===== src/rtl/operator_frame_scheduler_pkg.sv =====
// ============================================================================
// Module : operator_frame_scheduler_pkg
// Brief  : Shared types for the operator frame scheduler and its config FIFO.
// Rev    : 1.0  initial release
// ============================================================================
`default_nettype none

package operator_frame_scheduler_pkg;

`ifndef NUM_VOICE_OPERATORS
`define NUM_VOICE_OPERATORS 8
`endif

    localparam int NUM_VOICE_OPS = `NUM_VOICE_OPERATORS;

    // Counter/pointer width helper that never collapses to zero bits.
    function automatic int clog2_min1(input int n);
        return (n <= 2) ? 1 : $clog2(n);
    endfunction

    localparam int OP_ID_W = clog2_min1(NUM_VOICE_OPS);

    typedef logic [OP_ID_W-1:0] VoiceOperatorID_t;

    typedef struct packed {
        VoiceOperatorID_t Addr;
        logic [1:0]       ByteSel;
        logic [7:0]       Data;
    } AlgoCfgWrite_t;

    typedef enum logic [1:0] {
        ST_IDLE  = 2'd0,
        ST_ISSUE = 2'd1,
        ST_GUARD = 2'd2,
        ST_DRAIN = 2'd3
    } FrameSchedState_t;

endpackage

`default_nettype wire


===== src/rtl/operator_frame_scheduler_cfg_write_fifo.sv =====
// ============================================================================
// Module : cfg_write_fifo
// Brief  : Synchronous FIFO of algorithm config writes with a look-ahead head.
// Rev    : 1.0  initial release
// ============================================================================
`default_nettype none

module cfg_write_fifo
    import operator_frame_scheduler_pkg::*;
#(
    parameter int DEPTH = 4
)(
    input  logic          clk,
    input  logic          rst,
    input  logic          push,
    input  AlgoCfgWrite_t push_data,
    input  logic          pop,
    output logic          head_valid,
    output AlgoCfgWrite_t head_data,
    output logic          full
);

    localparam int AW = clog2_min1(DEPTH);
    localparam logic [AW:0] FULL_CNT = (AW+1)'(DEPTH);

    AlgoCfgWrite_t mem [DEPTH];
    logic [AW-1:0] wr_ptr;
    logic [AW-1:0] rd_ptr;
    logic [AW:0]   count;
    logic          empty;
    logic          push_ok;
    logic          pop_ok;

    assign empty   = (count == '0);
    assign full    = (count == FULL_CNT);
    assign push_ok = push && !full;

    // The head looks one edge ahead: an entry arriving now is what the
    // registered consumer will present next cycle, never this cycle.
    assign head_valid = !empty || push_ok;
    assign head_data  = empty ? push_data : mem[rd_ptr];
    assign pop_ok     = pop && head_valid;

    always_ff @(posedge clk) begin
        if (push_ok) begin
            mem[wr_ptr] <= push_data;
        end
    end

    always_ff @(posedge clk or posedge rst) begin
        if (rst) begin
            wr_ptr <= '0;
            rd_ptr <= '0;
            count  <= '0;
        end else begin
            if (push_ok) wr_ptr <= wr_ptr + 1'b1;
            if (pop_ok)  rd_ptr <= rd_ptr + 1'b1;
            case ({push_ok, pop_ok})
                2'b10:   count <= count + 1'b1;
                2'b01:   count <= count - 1'b1;
                default: count <= count;
            endcase
        end
    end

endmodule

`default_nettype wire


===== src/rtl/operator_frame_scheduler.sv =====
// ============================================================================
// Module : operator_frame_scheduler
// Brief  : Issues operator IDs per sample tick, then drains buffered algorithm
//          writes in a post-frame window. Option: SEQ_OVERRUN_FLAG_EN.
// Rev    : 1.0  initial release
// ============================================================================
`default_nettype none

module operator_frame_scheduler
    import operator_frame_scheduler_pkg::*;
#(
    parameter int NUM_OPS      = NUM_VOICE_OPS,
    parameter int FIFO_DEPTH   = 4,
    parameter int GUARD_CYCLES = 2,
    parameter int MAX_WR_FRAME = 4
)(
    input  logic             i_Clock,
    input  logic             i_Reset,
    input  logic             i_SampleTick,
    output logic             o_OperatorValid,
    output VoiceOperatorID_t o_VoiceOperator,
    output logic             o_FrameDone,
    input  logic             i_CfgValid,
    output logic             o_CfgReady,
    input  VoiceOperatorID_t i_CfgAddr,
    input  logic [1:0]       i_CfgByteSel,
    input  logic [7:0]       i_CfgData,
    output logic [1:0]       o_AlgorithmWriteEnable,
    output VoiceOperatorID_t o_AlgorithmWriteAddr,
    output logic [7:0]       o_AlgorithmWriteData
`ifdef SEQ_OVERRUN_FLAG_EN
    ,
    output logic             o_Overrun,
    output logic [7:0]       o_OverrunCount
`endif
);

    localparam int GW = clog2_min1(GUARD_CYCLES);
    localparam int DW = clog2_min1(MAX_WR_FRAME + 1);
    localparam VoiceOperatorID_t LAST_OP    = VoiceOperatorID_t'(NUM_OPS - 1);
    localparam logic [GW-1:0]    GUARD_LAST = GW'(GUARD_CYCLES - 1);
    localparam logic [DW-1:0]    DRAIN_MAX  = DW'(MAX_WR_FRAME);

    FrameSchedState_t state;
    logic             pending;
    logic [GW-1:0]    guard_cnt;
    logic [DW-1:0]    drain_cnt;

    AlgoCfgWrite_t cfg_in;
    AlgoCfgWrite_t head;
    logic          head_valid;
    logic          fifo_full;
    logic          cfg_push;
    logic          fifo_pop;
    logic          guard_last;
    logic          drain_step;
    logic          drain_done;
    logic [DW-1:0] drain_base;
    logic          post_issue;
    logic          tick_defer;

    assign cfg_in     = '{Addr: i_CfgAddr, ByteSel: i_CfgByteSel, Data: i_CfgData};
    assign o_CfgReady = !fifo_full;
    assign cfg_push   = i_CfgValid && o_CfgReady;

    // A drain step decides, at the edge, what the next DRAIN cycle shows.
    // The final DRAIN cycle is the one carrying o_FrameDone.
    assign guard_last = (state == ST_GUARD) && (guard_cnt == GUARD_LAST);
    assign drain_step = guard_last || ((state == ST_DRAIN) && !o_FrameDone);
    assign drain_base = (state == ST_GUARD) ? '0 : drain_cnt;
    assign fifo_pop   = drain_step && head_valid;
    assign drain_done = !head_valid || ((drain_base + DW'(1)) == DRAIN_MAX);

    assign post_issue = (state == ST_GUARD) || (state == ST_DRAIN);
    assign tick_defer = i_SampleTick && post_issue && !pending;

    cfg_write_fifo #(
        .DEPTH      (FIFO_DEPTH)
    ) u_cfg_fifo (
        .clk        (i_Clock),
        .rst        (i_Reset),
        .push       (cfg_push),
        .push_data  (cfg_in),
        .pop        (fifo_pop),
        .head_valid (head_valid),
        .head_data  (head),
        .full       (fifo_full)
    );

    always_ff @(posedge i_Clock or posedge i_Reset) begin
        if (i_Reset) begin
            state                  <= ST_IDLE;
            pending                <= 1'b0;
            guard_cnt              <= '0;
            drain_cnt              <= '0;
            o_OperatorValid        <= 1'b0;
            o_VoiceOperator        <= '0;
            o_FrameDone            <= 1'b0;
            o_AlgorithmWriteEnable <= 2'b00;
            o_AlgorithmWriteAddr   <= '0;
            o_AlgorithmWriteData   <= 8'h00;
        end else begin
            o_OperatorValid        <= 1'b0;
            o_VoiceOperator        <= '0;
            o_FrameDone            <= 1'b0;
            o_AlgorithmWriteEnable <= 2'b00;
            o_AlgorithmWriteAddr   <= '0;
            o_AlgorithmWriteData   <= 8'h00;

            if (tick_defer) pending <= 1'b1;

            case (state)
                ST_IDLE: begin
                    if (i_SampleTick || pending) begin
                        state           <= ST_ISSUE;
                        o_OperatorValid <= 1'b1;
                        pending         <= 1'b0;
                    end
                end
                ST_ISSUE: begin
                    if (o_VoiceOperator == LAST_OP) begin
                        state     <= ST_GUARD;
                        guard_cnt <= '0;
                    end else begin
                        o_OperatorValid <= 1'b1;
                        o_VoiceOperator <= o_VoiceOperator + 1'b1;
                    end
                end
                ST_GUARD: begin
                    if (!guard_last) guard_cnt <= guard_cnt + 1'b1;
                end
                ST_DRAIN: begin
                    // A deferred tick (or one landing now) starts straight
                    // after the FrameDone cycle.
                    if (o_FrameDone) begin
                        if (pending || i_SampleTick) begin
                            state           <= ST_ISSUE;
                            o_OperatorValid <= 1'b1;
                            pending         <= 1'b0;
                        end else begin
                            state <= ST_IDLE;
                        end
                    end
                end
                default: state <= ST_IDLE;
            endcase

            if (drain_step) begin
                state       <= ST_DRAIN;
                drain_cnt   <= fifo_pop ? (drain_base + DW'(1)) : drain_base;
                o_FrameDone <= drain_done;
                if (fifo_pop) begin
                    o_AlgorithmWriteEnable <= head.ByteSel;
                    o_AlgorithmWriteAddr   <= head.Addr;
                    o_AlgorithmWriteData   <= head.Data;
                end
            end
        end
    end

`ifdef SEQ_OVERRUN_FLAG_EN
    logic tick_dropped;

    assign tick_dropped = i_SampleTick && ((state == ST_ISSUE) || (post_issue && pending));

    always_ff @(posedge i_Clock or posedge i_Reset) begin
        if (i_Reset) begin
            o_Overrun      <= 1'b0;
            o_OverrunCount <= 8'h00;
        end else if (tick_dropped) begin
            o_Overrun <= 1'b1;
            if (o_OverrunCount != 8'hFF) o_OverrunCount <= o_OverrunCount + 8'h01;
        end
    end
`endif

endmodule

`default_nettype wire


===== config.mk =====
export PLATFORM = sky130hd
export DESIGN_NAME = operator_frame_scheduler
export DESIGN_NICKNAME = d
export VERILOG_FILES = /design/src/rtl/operator_frame_scheduler_pkg.sv /design/src/rtl/operator_frame_scheduler_cfg_write_fifo.sv /design/src/rtl/operator_frame_scheduler.sv
export SDC_FILE = /design/constraint.sdc
export NUM_CORES = 1
export LEC_CHECK = 0
export ABC_CLOCK_PERIOD_IN_PS = 2700
export CORE_MARGIN = 4
export CORE_UTILIZATION = 45
export CTS_CLUSTER_DIAMETER = 200
export DETAILED_ROUTE_END_ITERATION = 7
export PLACE_DENSITY_LB_ADDON = 0.25
export SETUP_SLACK_MARGIN = 0.05
export SYNTH_ARGS = -nofsm -noshare
export SYNTH_HDL_FRONTEND = slang
export SYNTH_SLANG_ARGS = --single-unit

===== constraint.sdc =====
create_clock -name i_Clock -period 2.7 [get_ports i_Clock]
set_input_delay 0.27 -clock i_Clock [delete_from_list [all_inputs] [get_ports i_Clock]]
set_output_delay 0.27 -clock i_Clock [all_outputs]
set_load 0.05 [all_outputs]

-- After elaboration in Yosys (flattened, before gate mapping)
Memory sizes are Yosys's and may differ from the RTL's.
Index checks and enable logic that the tools add are counted.
- flip-flop bits (word level): 32
- RAM bits: 52
- input bits: 17
- output and inout port bits: 19
- word-level logic and storage cells: 91
- memories: 1
- add/sub/neg operators: 7
- equal/unequal tests: 13
- muxes and demuxes: 32
- reduce and logical (&&, ||, !) cells: 25
- memories (memory ; depth ; width ; read ports ; clocked after Yosys merged registers in ; write ports ; RTL line ; RTL):
    u_cfg_fifo.mem ; 4 ; 13 ; 1 ; 0 ; 1 ; operator_frame_scheduler_cfg_write_fifo.sv:26 ; AlgoCfgWrite_t mem [DEPTH];
- operator list (kind ; count):
    3-bit two-way mux ; 6
    8-bit two-way mux ; 2
    13-bit two-way mux ; 1
    1-bit two-way mux ; 12
    2-bit two-way mux ; 6
    3-bit by 1-bit adder with 3-bit output (second input constant) ; 3
    3-bit equality test (second input constant) ; 3
    3-bit inequality test (second input constant) ; 3
    1-bit logical AND ; 8
    2-bit equality test (second input constant) ; 3
    2-bit case mux with 3 select lines ; 1
    3-bit case mux with 2 select lines ; 1
    1-bit zero test ; 5
    1-bit logical OR ; 5
    2-bit by 1-bit adder with 2-bit output (second input constant) ; 2
    2-bit by 1-bit equality test with 1-bit output (second input constant) ; 2
    2-bit inequality test (second input constant) ; 2
    1-bit case mux with 2 select lines ; 2
    4-bit AND reduction ; 1
    2-bit nonzero test ; 2
    4-bit nonzero test ; 1
    3-bit zero test ; 1
    1-bit case mux with 3 select lines ; 1
    3-bit AND reduction ; 1
    3 further kinds ; 3

-- Logic depth before layout (Yosys ltp)
Gate-level depths: netlist of run 1.
- depth after elaboration: 9
- gate-level depth with buffers: 10
- mapped depth without buffers: 10

-- By module
A second synthesis of run 1 with hierarchy kept.
- cell total of the unflattened synthesis: 218
- area total of the unflattened synthesis: 3621.0 um^2
- by module, submodules not included (module ; times used ; cells each ; area an instance (um^2) ; seq. area each (um^2)):
    cfg_write_fifo ; 1 ; 121 ; 2482.4 ; 1736.7
    operator_frame_scheduler ; 1 ; 97 ; 1138.6 ; 625.6

-- Worst setup path before layout of run 1
Ideal clock, no wire load.
- path type: reg2reg
- from: register u_cfg_fifo.count[0]
- to: register u_cfg_fifo.count[2]
- setup time: 0.079 ns
- arrival: 2.360 ns
- required time: 2.621 ns
- slack: 0.261 ns
- stages on the path, launching flop included: 11
- path through: dfrtp_1 inv_1 nand3_1 and2_1 inv_1 ha_1 inv_1 fa_1 xor2_1 nor2_1 xor2_1
- cells in the longest elaborated chain, start to end: 9
- elaborated cells between the ends (all ways): 15
- ends and longest elaborated chain (item ; RTL line ; RTL):
    start, declared ; operator_frame_scheduler_cfg_write_fifo.sv:29 ; logic [AW:0] count;
    start signal, assigned ; operator_frame_scheduler_cfg_write_fifo.sv:59 ; 2'b10: count <= count + 1'b1;
    start signal, assigned ; operator_frame_scheduler_cfg_write_fifo.sv:60 ; 2'b01: count <= count - 1'b1;
    start signal, assigned ; operator_frame_scheduler_cfg_write_fifo.sv:61 ; default: count <= count;
    3-bit equality test * ; operator_frame_scheduler_cfg_write_fifo.sv:35 ; assign full = (count == FULL_CNT);
    1-bit zero test * ; operator_frame_scheduler.sv:63 ; assign o_CfgReady = !fifo_full;
    via o_CfgReady ; operator_frame_scheduler.sv:24 ; output logic o_CfgReady,
    1-bit logical AND ; operator_frame_scheduler.sv:64 ; assign cfg_push = i_CfgValid && o_CfgReady;
    1-bit logical AND * ; operator_frame_scheduler_cfg_write_fifo.sv:36 ; assign push_ok = push && !full;
    1-bit logical OR ; operator_frame_scheduler_cfg_write_fifo.sv:40 ; assign head_valid = !empty || push_ok;
    1-bit logical AND ; operator_frame_scheduler.sv:71 ; assign fifo_pop = drain_step && head_valid;
    1-bit logical AND ; operator_frame_scheduler_cfg_write_fifo.sv:42 ; assign pop_ok = pop && head_valid;
    2-bit by 1-bit equality test with 1-bit output or 2-bit equality test (tied branches) ; operator_frame_scheduler_cfg_write_fifo.sv:58 ; case ({push_ok, pop_ok})
    3-bit case mux with 2 select lines or 2-bit nonzero test (tied branches) ; - ;
The timed path passes the listed nets; every way through them passes the cells marked *.
A chain may end at the register's enable or synchronous reset.

-- Worst setup path after layout of run 1
- from: register state[0]
- to: register u_cfg_fifo.count[2]
- cells in the longest elaborated chain, start to end: 7
- elaborated cells between the ends (all ways): 11
- ends and longest elaborated chain (item ; RTL line ; RTL):
    start, declared ; operator_frame_scheduler.sv:44 ; FrameSchedState_t state;
    start signal, assigned ; operator_frame_scheduler.sv:92 ; state <= ST_IDLE;
    start signal, assigned ; operator_frame_scheduler.sv:115 ; state <= ST_ISSUE;
    start signal, assigned ; operator_frame_scheduler.sv:122 ; state <= ST_GUARD;
    2-bit equality test (on tied branches) ; operator_frame_scheduler.sv:68, operator_frame_scheduler.sv:69 ;
    1-bit logical AND (on tied branches) ; operator_frame_scheduler.sv:68, operator_frame_scheduler.sv:69 ;
    1-bit logical OR * ; operator_frame_scheduler.sv:69 ; assign drain_step = guard_last || ((state == ST_DRAIN) && !o_FrameDone);
    1-bit logical AND * ; operator_frame_scheduler.sv:71 ;
    1-bit logical AND * ; operator_frame_scheduler_cfg_write_fifo.sv:42 ;
    via u_cfg_fifo.pop_ok ; operator_frame_scheduler_cfg_write_fifo.sv:32 ; logic pop_ok;
    2-bit by 1-bit equality test with 1-bit output or 2-bit equality test (tied branches) ; operator_frame_scheduler_cfg_write_fifo.sv:58 ;
    3-bit case mux with 2 select lines or 2-bit nonzero test (tied branches) ; - ;
Marks and branches as above.

==> results of run 1 <==
==> tightest hold or removal path, cell delays in order <==
cell and delay [ns]:
clkdlybuf4s50_1 0.40, inv_1 0.05, buf_4 0.39
==> placed cells by master, fill, tap and decap left out, types with 2 or more instances in the layout <==
cell	count
edfxtp_1	52
clkdlybuf4s50_1	35
dfrtp_1	32
ha_1	16
a32o_1	13
inv_1	12
clkbuf_8	9
buf_4	9
mux4_2	8
nor2_1	6
nand2b_1	5
and2_1	5
a21oi_1	5
mux4_1	5
nand2_1	4
xnor2_1	4
and3_1	4
nand3_1	3
mux2i_1	3
o21ai_0	3
xor2_1	3
o21a_1	2
o22a_1	2
nor2b_1	2
clkinv_2	2
clkinv_4	2
==> state kept, by name (all words and copies together) (netlist names) <==
register and cells:
u_cfg_fifo.mem 52, o_FrameDone 1, o_AlgorithmWriteAddr 3, u_cfg_fifo.count 3, o_AlgorithmWriteEnable 2, u_cfg_fifo.wr_ptr 2, o_OperatorValid 1, drain_cnt 3
state 2, guard_cnt 1, o_VoiceOperator 3, u_cfg_fifo.rd_ptr 2, o_AlgorithmWriteData 8, pending 1
==> stage by stage <==
stage | worst slack [ns] | instances | power [mW]
floorplan | 0.261 | 207 | 3.41
global placement | 0.439 | 346 | 3.93
detailed placement | 0.363 | 346 | 3.95
CTS | 0.330 | 362 | 4.74
global route | 0.116 | 362 | 4.98
finish | 0.342 | 362 | 4.67
==> logic make-up (layout without fill, tap and decap cells) <==
kind of cell	count (synthesis)	count (layout)	share of synthesized area
flops	84	84	0.670
simple gates	33	33	0.0515
compound gates	30	30	0.0692
buf+inv	19	72	0.0294
fa+ha+maj	17	17	0.0625
mux	17	17	0.100
xor+xnor	7	7	0.0174
==> metal layers <==
layer,share of wire,vias up
li1,-,892
met1,0.46,945
met2,0.48,39
met3,0.048,9
met4,0.014,0
met5,0,-
==> layout make-up <==
type	instances	area (um^2)	share of cell area
repair buffers	44	418	0.100
inverters	12	45.0	0.0108
clock inverters	6	40.0	0.00958
flip-flops and latches	84	2360	0.565
clock buffers	10	128	0.0305
well taps	102	128	0.0305
multi-input cells	104	1060	0.254
==> cell usage after synthesis (2+ instances only) <==
cell type / number
o21ai_0: 3
nand3_1: 3
inv_1: 12
xor2_1: 3
ha_1: 16
xnor2_1: 4
mux2i_1: 3
nand2_1: 4
and3_1: 4
buf_4: 2
nor2_1: 6
a21oi_1: 5
nor2b_1: 2
a32o_1: 13
and2_1: 5
mux4_1: 5
o22a_1: 2
o21a_1: 2
mux4_2: 8
dfrtp_1: 32
edfxtp_1: 52
nand2b_1: 5
==> power groups by stage <==
stage / logic [mW] / registers (mW) / clock network, mW
6_report: 1.93 / 1.96 / 0.773
3_3_place_gp: 1.94 / 1.99 / 0
4_1_cts: 1.97 / 1.97 / 0.803
2_1_floorplan: 1.12 / 2.29 / 0
3_5_place_dp: 1.95 / 2.00 / 0
5_1_grt: 2.11 / 2.01 / 0.860
==> worst paths after layout <==
check / slack [ns] / cells after the start / from / end
setup / recovery: 0.34 / 10 / state[0]$_DFFE_PP0P_ / u_cfg_fifo.count[2]$_DFFE_PP0P_
min in group i_Clock: 0.48 / 1 / o_VoiceOperator[0]$_DFF_PP0_ / o_VoiceOperator[0]$_DFF_PP0_
hold reg to reg: 0.48 / 1 / o_VoiceOperator[0]$_DFF_PP0_ / o_VoiceOperator[0]$_DFF_PP0_
max in group asynchronous: 2.06 / 3 / i_Reset / u_cfg_fifo.count[2]$_DFFE_PP0P_
setup reg to reg: 0.34 / 10 / state[0]$_DFFE_PP0P_ / u_cfg_fifo.count[2]$_DFFE_PP0P_
hold / removal: 0.33 / 3 / i_Reset / o_AlgorithmWriteData[0]$_DFF_PP0_
==> flow_summary.ini, run 1 <==
[status]
status = finished, final reports clean

[pwr]
powerDensity_mw_per_mm2 = 1120
p_comb_frac = 0.414
clockPowerShare = 0.166
swShare = 0.370
ir_worst_vdd_mv = 0.433
internal_power_mw = 2.94
leakage_nw = 1.63
p_seq_frac = 0.420
power.switching_mw = 1.73

[logic_synthesis]
yosys.area.top_type_share = 0.443
synth_flop_cell = edfxtp_1
synthTopCellsByArea = edfxtp_1, dfrtp_1, ha_1, mux4_2, mux4_1
ys_ff_latch = 84
syn_area_mm2 = 0.00353
synth_edf_count = 52
seq_area_frac_synth = 0.670
avgSynthCellArea_um2 = 17.0
syn_inst = 207
async_reset_ff_frac = 0.381
syn_nets = 241
yosysUniqueCellTypes = 38
yosysWarnings = 0
yosysTopAreaCell = edfxtp_1

[grt]
grt_max_degree = 33
met3_usage = 0.0434
groute.layer.met2.usage = 0.245
antenna_found_initial = 0
grt_use_total = 0.149
grt_pass1_vias = 1981
grt_pass1_wl_mm = 9.96
grtUsageMet1 = 0.189
gr-max-usage-layer = met2
grt_overflow = 0

[floorplanning]
coreArea_mm2 = 0.00769
die_area_mm2 = 0.00932
initial_core_util = 0.459
die_w_um = 96.5
core.rowCount = 32
pin_count = 36
die_y_um = 96.5

[timing]
min_period_ns = 2.36
rsz0062_at_grt = false
setup_viol = 0
finalClockSkew_ns = 0.00650
hold_viol = 0
slew_violations = 0
fin_crit_sh = 0.873
holdWs_ns = 0.326
tightest_slew_ns = 0.651
tns_ns = 0
relSlewSlack = 0.566
max_freq_mhz = 424

[clock_network]
cts_resized = 0
cts_inserted_buffers = 9
cts_hold_buffers = 0
path_clk_slew_ns = 0.08
tritoncts = done
cts_sinks = 84
cts_root_buf = clkbuf_8
clockBufferDepth = 2
post_cts_buffers = 0
clkLatencyLatePin_ns = 0.35
htree_levels = 3

[critical_path]
cp_slowest_cell = dfrtp_1
slowest_delay_ns = 0.45
worstPathCellList = inv_1 -> ha_1 -> nand2_1 -> a21oi_1 -> ha_1 -> inv_1 -> fa_1 -> xor2_1 -> nor2_1 -> xor2_1
worstPathArrival_ns = 2.63
cp-end-kind = register
critPathRequiredTime_ns = 2.97
timing_worst_setup_path_type = register to register
path_delay_family = adder cells
path_max_fanout = 8
path_buf_inv = 2
crit_path_start_kind = register

[placement]
io_buffers = 35
place_congestion = 0.713
placed_area_mm2 = 0.00401
hpwl_mm = 3.93

[job]
maxCapViolCount = 0

[route]
drt-initial-drc-count = 73
routedWlPerCell_um = 17.1
drc = 0
wl_mm = 6.20
viasPerCell = 5.21
antenna_left = 0
via_count = 1885
firstDrtPassIters = 4

[cells_and_area]
drive_above_1_share = 0.131
nets = 289
area_growth_pct = 18.6
design_area_mm2 = 0.00418
fill_cells = 648
final_util = 0.544
diodes = 0

[min_path]
hp-class = input pin to async pin
Note: power is estimated with default switching activity, not from simulation.
==> inputs of run 2 (changes only) <==
--- a/config.mk
+++ b/config.mk
@@ -7,3 +7,4 @@
 export LEC_CHECK = 0
-export ABC_CLOCK_PERIOD_IN_PS = 2700
+export ABC_CLOCK_PERIOD_IN_PS = 2500
+export CAP_MARGIN = 20
 export CORE_MARGIN = 4
==> constraint.sdc (replaced) <==
create_clock -name i_Clock -period 2.5 [get_ports i_Clock]
set_input_delay 0.5 -clock i_Clock [delete_from_list [all_inputs] [get_ports i_Clock]]
set_output_delay 0.5 -clock i_Clock [all_outputs]
set_load 0.05 [all_outputs]
==> run 2 against run 1 <==
Global-route usage shrank 0.084 points; critical path depth is the same; via count grew 3.6%; die area is the same.
==> flow_summary.ini, run 2 (synthesis results as in run 1) <==
[critical_path]
timing_worst_setup_path_type = register to register
worstPathArrival_ns = 2.44
rrSetupSlack_ns = 0.32
cp-end-kind = register
path_max_fanout = 6
crit_path_start_kind = register
worstReg2RegEnd = u_cfg_fifo.count[2]$_DFFE_PP0P_
r2r_start = state[0]$_DFFE_PP0P_
reg2reg_depth = 10
critPathRequiredTime_ns = 2.76

[min_path]
worstHoldStart = o_VoiceOperator[0]$_DFF_PP0_
min_delay_worst_endpoint = o_VoiceOperator[0]$_DFF_PP0_
hold_depth = 1
hp-class = register to register

[timing]
tightest_slew_ns = 0.643
setup_viol = 0
finalClockSkew_ns = 0.0107
max_freq_mhz = 459
slew_violations = 0
fin_crit_sh = 0.871
setup_ws_ns = 0.323
min_period_ns = 2.18
rsz0062_at_grt = false
relSlewSlack = 0.571
tns_ns = 0
hold_viol = 0

[placement]
place_ws_ns = 0.0649
io_buffers = 35
place_inst = 352
place_congestion = 0.779
hpwl_mm = 4.05

[grt]
grt_pass1_vias = 1973
grt_overflow = 0
grt_max_degree = 33
antenna_found_initial = 0
grt_pass1_wl_mm = 10.1
grt_use_total = 0.149

[route]
firstDrtPassIters = 4
antenna_left = 0
viasPerCell = 5.30
wl_mm = 6.17
drt-initial-drc-count = 86
drc = 0
via_count = 1952
routedWlPerCell_um = 16.8

[pwr]
internal_power_mw = 3.24
power.switching_mw = 1.86
leakage_nw = 1.65
p_comb_frac = 0.419
swShare = 0.364
ir_worst_vdd_mv = 0.478
p_seq_frac = 0.414
clockPowerShare = 0.167
powerDensity_mw_per_mm2 = 1200

[cells_and_area]
top_register = u_cfg_fifo.mem
final_common_cell = edfxtp_1
area_growth_pct = 20.2
final_cell_mix = edfxtp_1, clkdlybuf4s50_1, dfrtp_1, ha_1, buf_4
diodes = 0
reg_top3 = u_cfg_fifo.mem (52), o_AlgorithmWriteData (8)
nets = 295
largest_register_ffs = 52
drive_above_1_share = 0.150
final-instance-count-excl-fill = 368

[job]
maxCapViolCount = 0

[clock_network]
cts_inserted_buffers = 9
cts_root_buf = clkbuf_8
path_clk_slew_ns = 0.09
cts_sinks = 84
cts_resized = 0
post_cts_buffers = 0
clockBufferDepth = 2
cts_hold_buffers = 0
clkLatencyLatePin_ns = 0.34
tritoncts = done
htree_levels = 3

[floorplanning]
die_area_mm2 = 0.00932
coreArea_mm2 = 0.00769
die_w_um = 96.5
initial_core_util = 0.459
die_y_um = 96.5
core.rowCount = 32
pin_count = 36

[status]
status = finished, final reports clean
==> run 2: worst max-delay path, stage by stage, from the launching register on <==
cell,delay [ns]
dfrtp_1,0.45
inv_1,0.13
ha_1,0.18
nand2_1,0.10
a21oi_2,0.18
ha_1,0.21
inv_1,0.06
fa_1,0.37
xor2_1,0.15
nor2_1,0.11
xor2_1,0.15
==> run 2: per-layer routing <==
metal	track usage	share of wire	up-vias	wire (um)
met1	0.201	0.45	998	2780
met4	0.0350	0.0071	0	44
met3	0.0496	0.059	6	367
li1	-	-	901	-
met5	0	0	-	0
met2	0.233	0.48	47	2980
==> run 2: worst max-delay path by stage <==
stage,from,to
floorplan,u_cfg_fifo.count[0]$_DFFE_PP0P_,u_cfg_fifo.count[2]$_DFFE_PP0P_
global placement,i_CfgValid,u_cfg_fifo.count[2]$_DFFE_PP0P_
detailed placement,i_CfgValid,u_cfg_fifo.count[2]$_DFFE_PP0P_
CTS,u_cfg_fifo.count[1]$_DFFE_PP0P_,o_CfgReady
global route,state[0]$_DFFE_PP0P_,u_cfg_fifo.count[2]$_DFFE_PP0P_
finish,state[0]$_DFFE_PP0P_,u_cfg_fifo.count[2]$_DFFE_PP0P_
==> run 2: final cells by class <==
| type | count | area (um^2) |
|---|---|---|
| fill | 648 | 3450 |
| clock buffer | 13 | 149 |
| multi-input combinational | 104 | 1060 |
| inverter | 12 | 45.0 |
| clock inverter | 3 | 23.8 |
| tap | 102 | 128 |
| timing repair buffer | 50 | 465 |
| sequential | 84 | 2360 |
==> run 2: metrics by stage <==
stage                util  instance area, um^2  hold slack [ns]  power (mW)
finish              0.551                 4240            0.454        5.10
detailed placement  0.528                 4060            0.452        4.31
global route        0.551                 4240            0.498        5.44
floorplan               -                 3530            0.450        3.68
CTS                 0.550                 4230            0.462        5.18
global placement    0.528                 4060            0.453        4.27
==> run 2: power by group through the flow <==
| stage | Sequential (mW) | Clock (mW) | Combinational, mW |
|---|---|---|---|
| floorplan | 2.48 | 0 | 1.21 |
| global placement | 2.13 | 0 | 2.14 |
| detailed placement | 2.14 | 0 | 2.17 |
| CTS | 2.12 | 0.884 | 2.18 |
| global route | 2.16 | 0.944 | 2.34 |
| finish | 2.11 | 0.853 | 2.14 |
==> inputs of run 3 (changes only) <==
CORE_MARGIN = default   (was 4)
==> run 3 against run 2 <==
First-iteration DRC count up 17%; clock skew hardly changed; via count shrank 1.0%; count of clock-buffer cells in the layout shrank 2; sequential power barely moved; critical path type unchanged; largest power group unchanged; register-to-register slack worse by 0.07 ns; combinational power hardly changed; critical path depth unchanged; setup slack got worse by 0.069 ns; total power is 0.61% higher.
==> flow_summary.ini, run 3 (synthesis results as in run 1) <==
[route]
antenna_left = 0
routedWlPerCell_um = 16.9
wl_mm = 6.15
viasPerCell = 5.31
via_count = 1932
drc = 0
firstDrtPassIters = 4
drt-initial-drc-count = 101

[cells_and_area]
drive_above_1_share = 0.151
diodes = 0
top_register = u_cfg_fifo.mem
nets = 294
fill_cells = 577
area_growth_pct = 20.4
multi_input_area_mm2 = 0.00106
final_common_cell = edfxtp_1
final_cell_mix = edfxtp_1, clkdlybuf4s50_1, dfrtp_1, ha_1, a32o_1
largest_register_ffs = 52
reg_top3 = u_cfg_fifo.mem (52), o_AlgorithmWriteData (8)
register_area_mm2 = 0.00236

[grt]
grt_pass1_wl_mm = 10.5
met3_usage = 0.0429
antenna_found_initial = 0
grt_pass1_vias = 2026
grtUsageMet1 = 0.230
grt_use_total = 0.171
grt_overflow = 0
gr-max-usage-layer = met2
grt_max_degree = 33
groute.layer.met2.usage = 0.265

[timing]
rsz0062_at_grt = false
min_period_ns = 2.25
max_freq_mhz = 445
tightest_slew_ns = 0.646
fin_crit_sh = 0.898
slew_violations = 0
tns_ns = 0
finalClockSkew_ns = 0.0107
setup_viol = 0
holdWs_ns = 0.471
relSlewSlack = 0.569
hold_viol = 0

[placement]
place_congestion = 0.727
io_buffers = 35
hpwl_mm = 4.12

[pwr]
leakage_nw = 1.66
p_comb_frac = 0.420
internal_power_mw = 3.25
powerDensity_mw_per_mm2 = 1210
power.switching_mw = 1.88
ir_worst_vdd_mv = 0.549
swShare = 0.367
clockPowerShare = 0.169
p_seq_frac = 0.411
finalPower_mw = 5.13

[critical_path]
worstPathArrival_ns = 2.52
crit_path_start_kind = register
timing_worst_setup_path_type = register to register
path_max_fanout = 6
cp-end-kind = register
critPathRequiredTime_ns = 2.77

[floorplanning]
coreArea_mm2 = 0.00741
core.rowCount = 31
initial_core_util = 0.476
pin_count = 36
die_w_um = 90.5
die_y_um = 90.5
die_area_mm2 = 0.00819

[clock_network]
tritoncts = done
cts_resized = 1
htree_levels = 3
path_clk_slew_ns = 0.08
cts_hold_buffers = 0
clkLatencyLatePin_ns = 0.35
cts_inserted_buffers = 9
clockBufferDepth = 2
cts_root_buf = clkbuf_8
post_cts_buffers = 0
cts_sinks = 84

[status]
status = finished, final reports clean

[job]
maxCapViolCount = 0

[min_path]
hp-class = register to register
==> run 3: power by group through the flow <==
stage / combinational (mW) / clock (mW) / sequential (mW)
global placement: 2.14 / 0 / 2.14
finish: 2.16 / 0.866 / 2.11
global route: 2.34 / 0.948 / 2.16
CTS: 2.19 / 0.891 / 2.12
detailed placement: 2.18 / 0 / 2.15
floorplan: 1.21 / 0 / 2.48
==> run 3: final timing paths <==
kind,startpoint,endpoint,slack [ns],depth (start not counted)
min in group asynchronous,i_Reset,o_AlgorithmWriteData[0]$_DFF_PP0_,0.55,3
max in group asynchronous,i_Reset,drain_cnt[0]$_DFFE_PP0P_,1.63,3
worst min-delay path,o_VoiceOperator[0]$_DFF_PP0_,o_VoiceOperator[0]$_DFF_PP0_,0.47,1
worst max register to register,state[0]$_DFFE_PP0P_,u_cfg_fifo.count[2]$_DFFE_PP0P_,0.25,10
worst min register to register,o_VoiceOperator[0]$_DFF_PP0_,o_VoiceOperator[0]$_DFF_PP0_,0.47,1
worst max-delay path,state[0]$_DFFE_PP0P_,u_cfg_fifo.count[2]$_DFFE_PP0P_,0.25,10
==> run 3: area by class of cell <==
cell class	instances	share of cell area
tap	99	0.0292
clock inverter	5	0.00825
multi-input combinational	104	0.250
timing repair buffer	49	0.113
inverter	12	0.0106
sequential	84	0.556
clock buffer	11	0.0333
==> run 3: per-stage QoR <==
stage	util	instance area [um^2]	cells	setup slack (ns)
global placement	0.550	4070	348	0.156
detailed placement	0.550	4070	348	0.100
global route	0.573	4250	364	0.111
CTS	0.573	4250	364	0.245
finish	0.573	4250	364	0.254
floorplan	-	3530	207	0.0608
==> run 3: per-layer routing <==
metal	wire, um	share of wire	vias to the layer above
met4	114	0.019	0
met2	2960	0.48	38
met1	2830	0.46	983
li1	-	-	901
met5	0	0	-
met3	241	0.039	10
==> run 3: critical path, stage by stage, from the launching register on <==
cell	delay, ns
dfrtp_1	0.46
inv_1	0.15
ha_1	0.19
nand2_1	0.10
a21oi_1	0.20
ha_1	0.23
inv_1	0.06
fa_1	0.37
xor2_1	0.15
nor2_1	0.11
xor2_1	0.15
==> edit 1 (flow settings as in run 1) <==
Change the macro `NUM_VOICE_OPERATORS` from 8 to 16.
--- a/src/rtl/operator_frame_scheduler_pkg.sv
+++ b/src/rtl/operator_frame_scheduler_pkg.sv
@@ -9,5 +9,5 @@
 
 `ifndef NUM_VOICE_OPERATORS
-`define NUM_VOICE_OPERATORS 8
+`define NUM_VOICE_OPERATORS 16
 `endif
 
Interface: changed (resized i_CfgAddr, o_AlgorithmWriteAddr and o_VoiceOperator); port bits go from 36 to 39. The function was not compared with the original's and may differ.
==> edit 1 against run 1 <==
Sequential cell count grew 6; area after synthesis grew 7.1%; clock skew grew 7.7 ps; critical path depth is the same; combinational power grew 22%; via count grew 10%; sequential power grew 8%; worst setup slack gained 61 ps; total power grew 16%; wire length grew 12%; cell area grew 7.5%.
==> edit 1: results <==
{
  "dp_hpwl_mm": 4.33,
  "met1_length_mm": 3.10,
  "synthTopCellsByCount": "edfxtp_1, dfrtp_1, a32o_1, ha_1, inv_1",
  "synth-edff-count": 56,
  "drt_first_pass_iters": 6,
  "hold_ws_ps": 311,
  "ir_drop_v": 0.000466,
  "final_nets": 310,
  "synth_cell_type_count": 42,
  "grt_max_degree": 35,
  "routed-via-count": 2078,
  "port_buffers": 38,
  "setup_slack_ps": 403,
  "gp_congestion": 0.733,
  "wl_met3_um": 359,
  "fillCellCount": 683,
  "r2r_setup_slack_ps": 400,
  "maxSlewHeadroom_pct": 52.7,
  "synthArstFlopShare_pct": 37.8,
  "synth_area_leaders": "edfxtp_1, dfrtp_1, mux4_2",
  "status": "completed",
  "grt_pass1_wl_mm": 11.2,
  "crit_fanout": 5,
  "cp.arrival_ps": 2590,
  "wl_per_cell_um": 18.0,
  "pre_cts_slack_ps": 412,
  "drt-initial-drc-count": 96
}
[edit 1: critical path: stages, from the launching register on]
cell and delay (ps):
dfrtp_1 430, inv_1 150, ha_1 260, nand2_1 130, a21oi_1 210, ha_1 210
inv_1 60, fa_1 370, xor2_1 150, nor2_1 120, xor2_1 150
[edit 1: routing by layer]
metal	vias to the layer above	global-route usage, %
li1	974	-
met1	1050	19.7
met3	4	3.93
met2	50	23.3
met5	-	0
met4	0	6.62
[edit 1: final cells by class]
type	count	area, um2	share of cell area [%]
Inverter	12	45.0	1.00
Multi-Input combinational cell	116	1130	25.2
Sequential cell	90	2530	56.4
Tap cell	105	131	2.92
Timing Repair Buffer	48	455	10.1
Clock inverter	5	62.6	1.39
Clock buffer	11	131	2.92
[edit 1: worst max-delay path by stage]
stage | endpoint | slack [ps] | depth (start not counted)
6_report | u_cfg_fifo.count[2]$_DFFE_PP0P_ | 400 | 10
3_5_place_dp | u_cfg_fifo.count[2]$_DFFE_PP0P_ | 410 | 10
2_1_floorplan | u_cfg_fifo.count[2]$_DFFE_PP0P_ | 250 | 10
3_3_place_gp | u_cfg_fifo.count[2]$_DFFE_PP0P_ | 460 | 10
4_1_cts | u_cfg_fifo.count[2]$_DFFE_PP0P_ | 380 | 10
5_1_grt | u_cfg_fifo.count[2]$_DFFE_PP0P_ | 170 | 10
[edit 1: cell families (layout without fill, tap and decap cells)]
logic type      count (synthesis)  count (layout)  share of synthesized area, %
mux                            17              17                          9.77
flops                          90              90                          67.0
xor+xnor                        8               8                          1.85
simple gates                   40              40                          5.76
compound gates                 36              36                          7.45
fa+ha+maj                      15              15                          5.17
buf+inv                        20              76                          2.95
[edit 1: per-stage QoR]
stage,cell area (um2),total power [mW],cells
6_report,4490,5.41,387
5_1_grt,4490,5.73,387
4_1_cts,4490,5.47,387
3_5_place_dp,4300,4.54,371
3_3_place_gp,4300,4.51,371
2_1_floorplan,3780,3.87,226
[edit 1: power by group]
| group | switching, mW | internal, mW | total, mW | leakage (nW) |
|---|---|---|---|---|
| clock | 0.480 | 0.435 | 0.916 | 0.0906 |
| combinational | 1.33 | 1.03 | 2.36 | 0.706 |
| sequential | 0.241 | 1.88 | 2.12 | 0.929 |
==> edit 2 (flow settings as in run 1) <==
Made on the original files. Encoding of `FrameSchedState_t`: now one-hot (4 bits for 4 states).
--- a/src/rtl/operator_frame_scheduler_pkg.sv
+++ b/src/rtl/operator_frame_scheduler_pkg.sv
@@ -29,9 +29,9 @@
     } AlgoCfgWrite_t;
 
-    typedef enum logic [1:0] {
-        ST_IDLE  = 2'd0,
-        ST_ISSUE = 2'd1,
-        ST_GUARD = 2'd2,
-        ST_DRAIN = 2'd3
+    typedef enum logic [3:0] {
+        ST_IDLE  = 4'b0001,
+        ST_ISSUE = 4'b0010,
+        ST_GUARD = 4'b0100,
+        ST_DRAIN = 4'b1000
     } FrameSchedState_t;
 
Formal check against the unedited RTL: no difference found for any inputs over 10 cycles, from zero or initial values and one cycle with i_Reset high; not proved beyond that.
==> edit 2 against run 1 <==
Cell area increased by 2.4%; sequential cell count up 2; worst setup slack improved by 100 ps; non-clock buffer count grew 1; core utilization is 1.0 points higher; area after synthesis rose by 1.5%; cell count increased by 7.7%; wire length increased by 9.2%; total power down 17%; critical path type unchanged; largest power group unchanged; highest routed layer unchanged.
==> edit 2: results <==
{
  "power.static_leakage_nw": 1.71,
  "fillCellCount": 633,
  "power_frac_comb_pct": 26.5,
  "wl_per_cell_um": 17.4,
  "post_cts_buffers": 0,
  "clkPwrFrac_pct": 25.5,
  "drive_gt1_share_pct": 15.6,
  "netSwitchingPower_mw": 1.20,
  "gp_congestion": 0.750,
  "track_usage_pct": 15.4,
  "synthTopCellsByCount": "edfxtp_1, dfrtp_1, nand2_1, a21oi_1, nand3_1",
  "grt_pass1_wl_mm": 11.3,
  "synth_compound_area_share_pct": 5.28,
  "cp.arrival_ps": 2530,
  "slowest_delay_ps": 540,
  "synthAdderAreaFrac_pct": 3.71,
  "dp_hpwl_mm": 4.22,
  "status": "completed",
  "crit_family": "simple AND/OR/NAND/NOR gates",
  "post_synth_xor_area_fraction_pct": 1.96,
  "synth.avg_cell_area_um2": 14.9,
  "reg_top3": "u_cfg_fifo.mem: 52 flops, o_AlgorithmWriteData: 8 flops, state: 4 flops",
  "ir_drop_v": 0.000393,
  "ys_seq_area_share_pct": 67.4,
  "wl_met2_mm": 3.36,
  "grt_use_met1_pct": 20.5,
  "synth_nets": 267,
  "wl_met3_um": 336,
  "drt-initial-drc-count": 133,
  "synth_cell_type_count": 41
}
-- edit 2: area by class of cell --
class	instances	area share, %
clock buffers	10	2.98
clock inverters	6	2.19
inverters	12	1.05
multi-input cells	129	24.5
flip-flops and latches	86	56.4
well taps	102	2.98
repair buffers	45	9.94
-- edit 2: cells by family after synthesis --
| group | count (synthesis) |
|---|---|
| AND/OR/NAND/NOR | 63 |
| multiplexers | 17 |
| adder cells (fa/ha/maj) | 10 |
| flip-flops | 86 |
| AO/OA/AOI/OAI | 31 |
| XOR/XNOR | 8 |
| buffers and inverters | 25 |
-- edit 2: through the flow --
step                instance area [um2]  setup slack (ps)  hold WS [ps]  power (mW)
floorplan                          3580               259           369        2.62
global placement                   4060               393           452        2.90
detailed placement                 4060               353           458        2.94
CTS                                4280               434           334        3.94
global route                       4280               310           373        4.15
finish                             4280               443           312        3.89
-- edit 2: worst paths after layout --
| kind | startpoint | endpoint | slack, ps | depth (start not counted) |
|---|---|---|---|---|
| worst max-delay path | state[3]$_DFFE_PP0P_ | u_cfg_fifo.count[2]$_DFFE_PP0P_ | 440 | 10 |
| worst min-delay path | i_Reset | o_AlgorithmWriteAddr[1]$_DFF_PP0_ | 310 | 3 |
| worst max register to register | state[3]$_DFFE_PP0P_ | u_cfg_fifo.count[2]$_DFFE_PP0P_ | 440 | 10 |
| worst min register to register | o_VoiceOperator[0]$_DFF_PP0_ | o_VoiceOperator[0]$_DFF_PP0_ | 460 | 1 |
| max in group asynchronous | i_Reset | state[0]$_DFFE_PP1P_ | 2040 | 3 |
| min in group i_Clock | o_VoiceOperator[0]$_DFF_PP0_ | o_VoiceOperator[0]$_DFF_PP0_ | 460 | 1 |
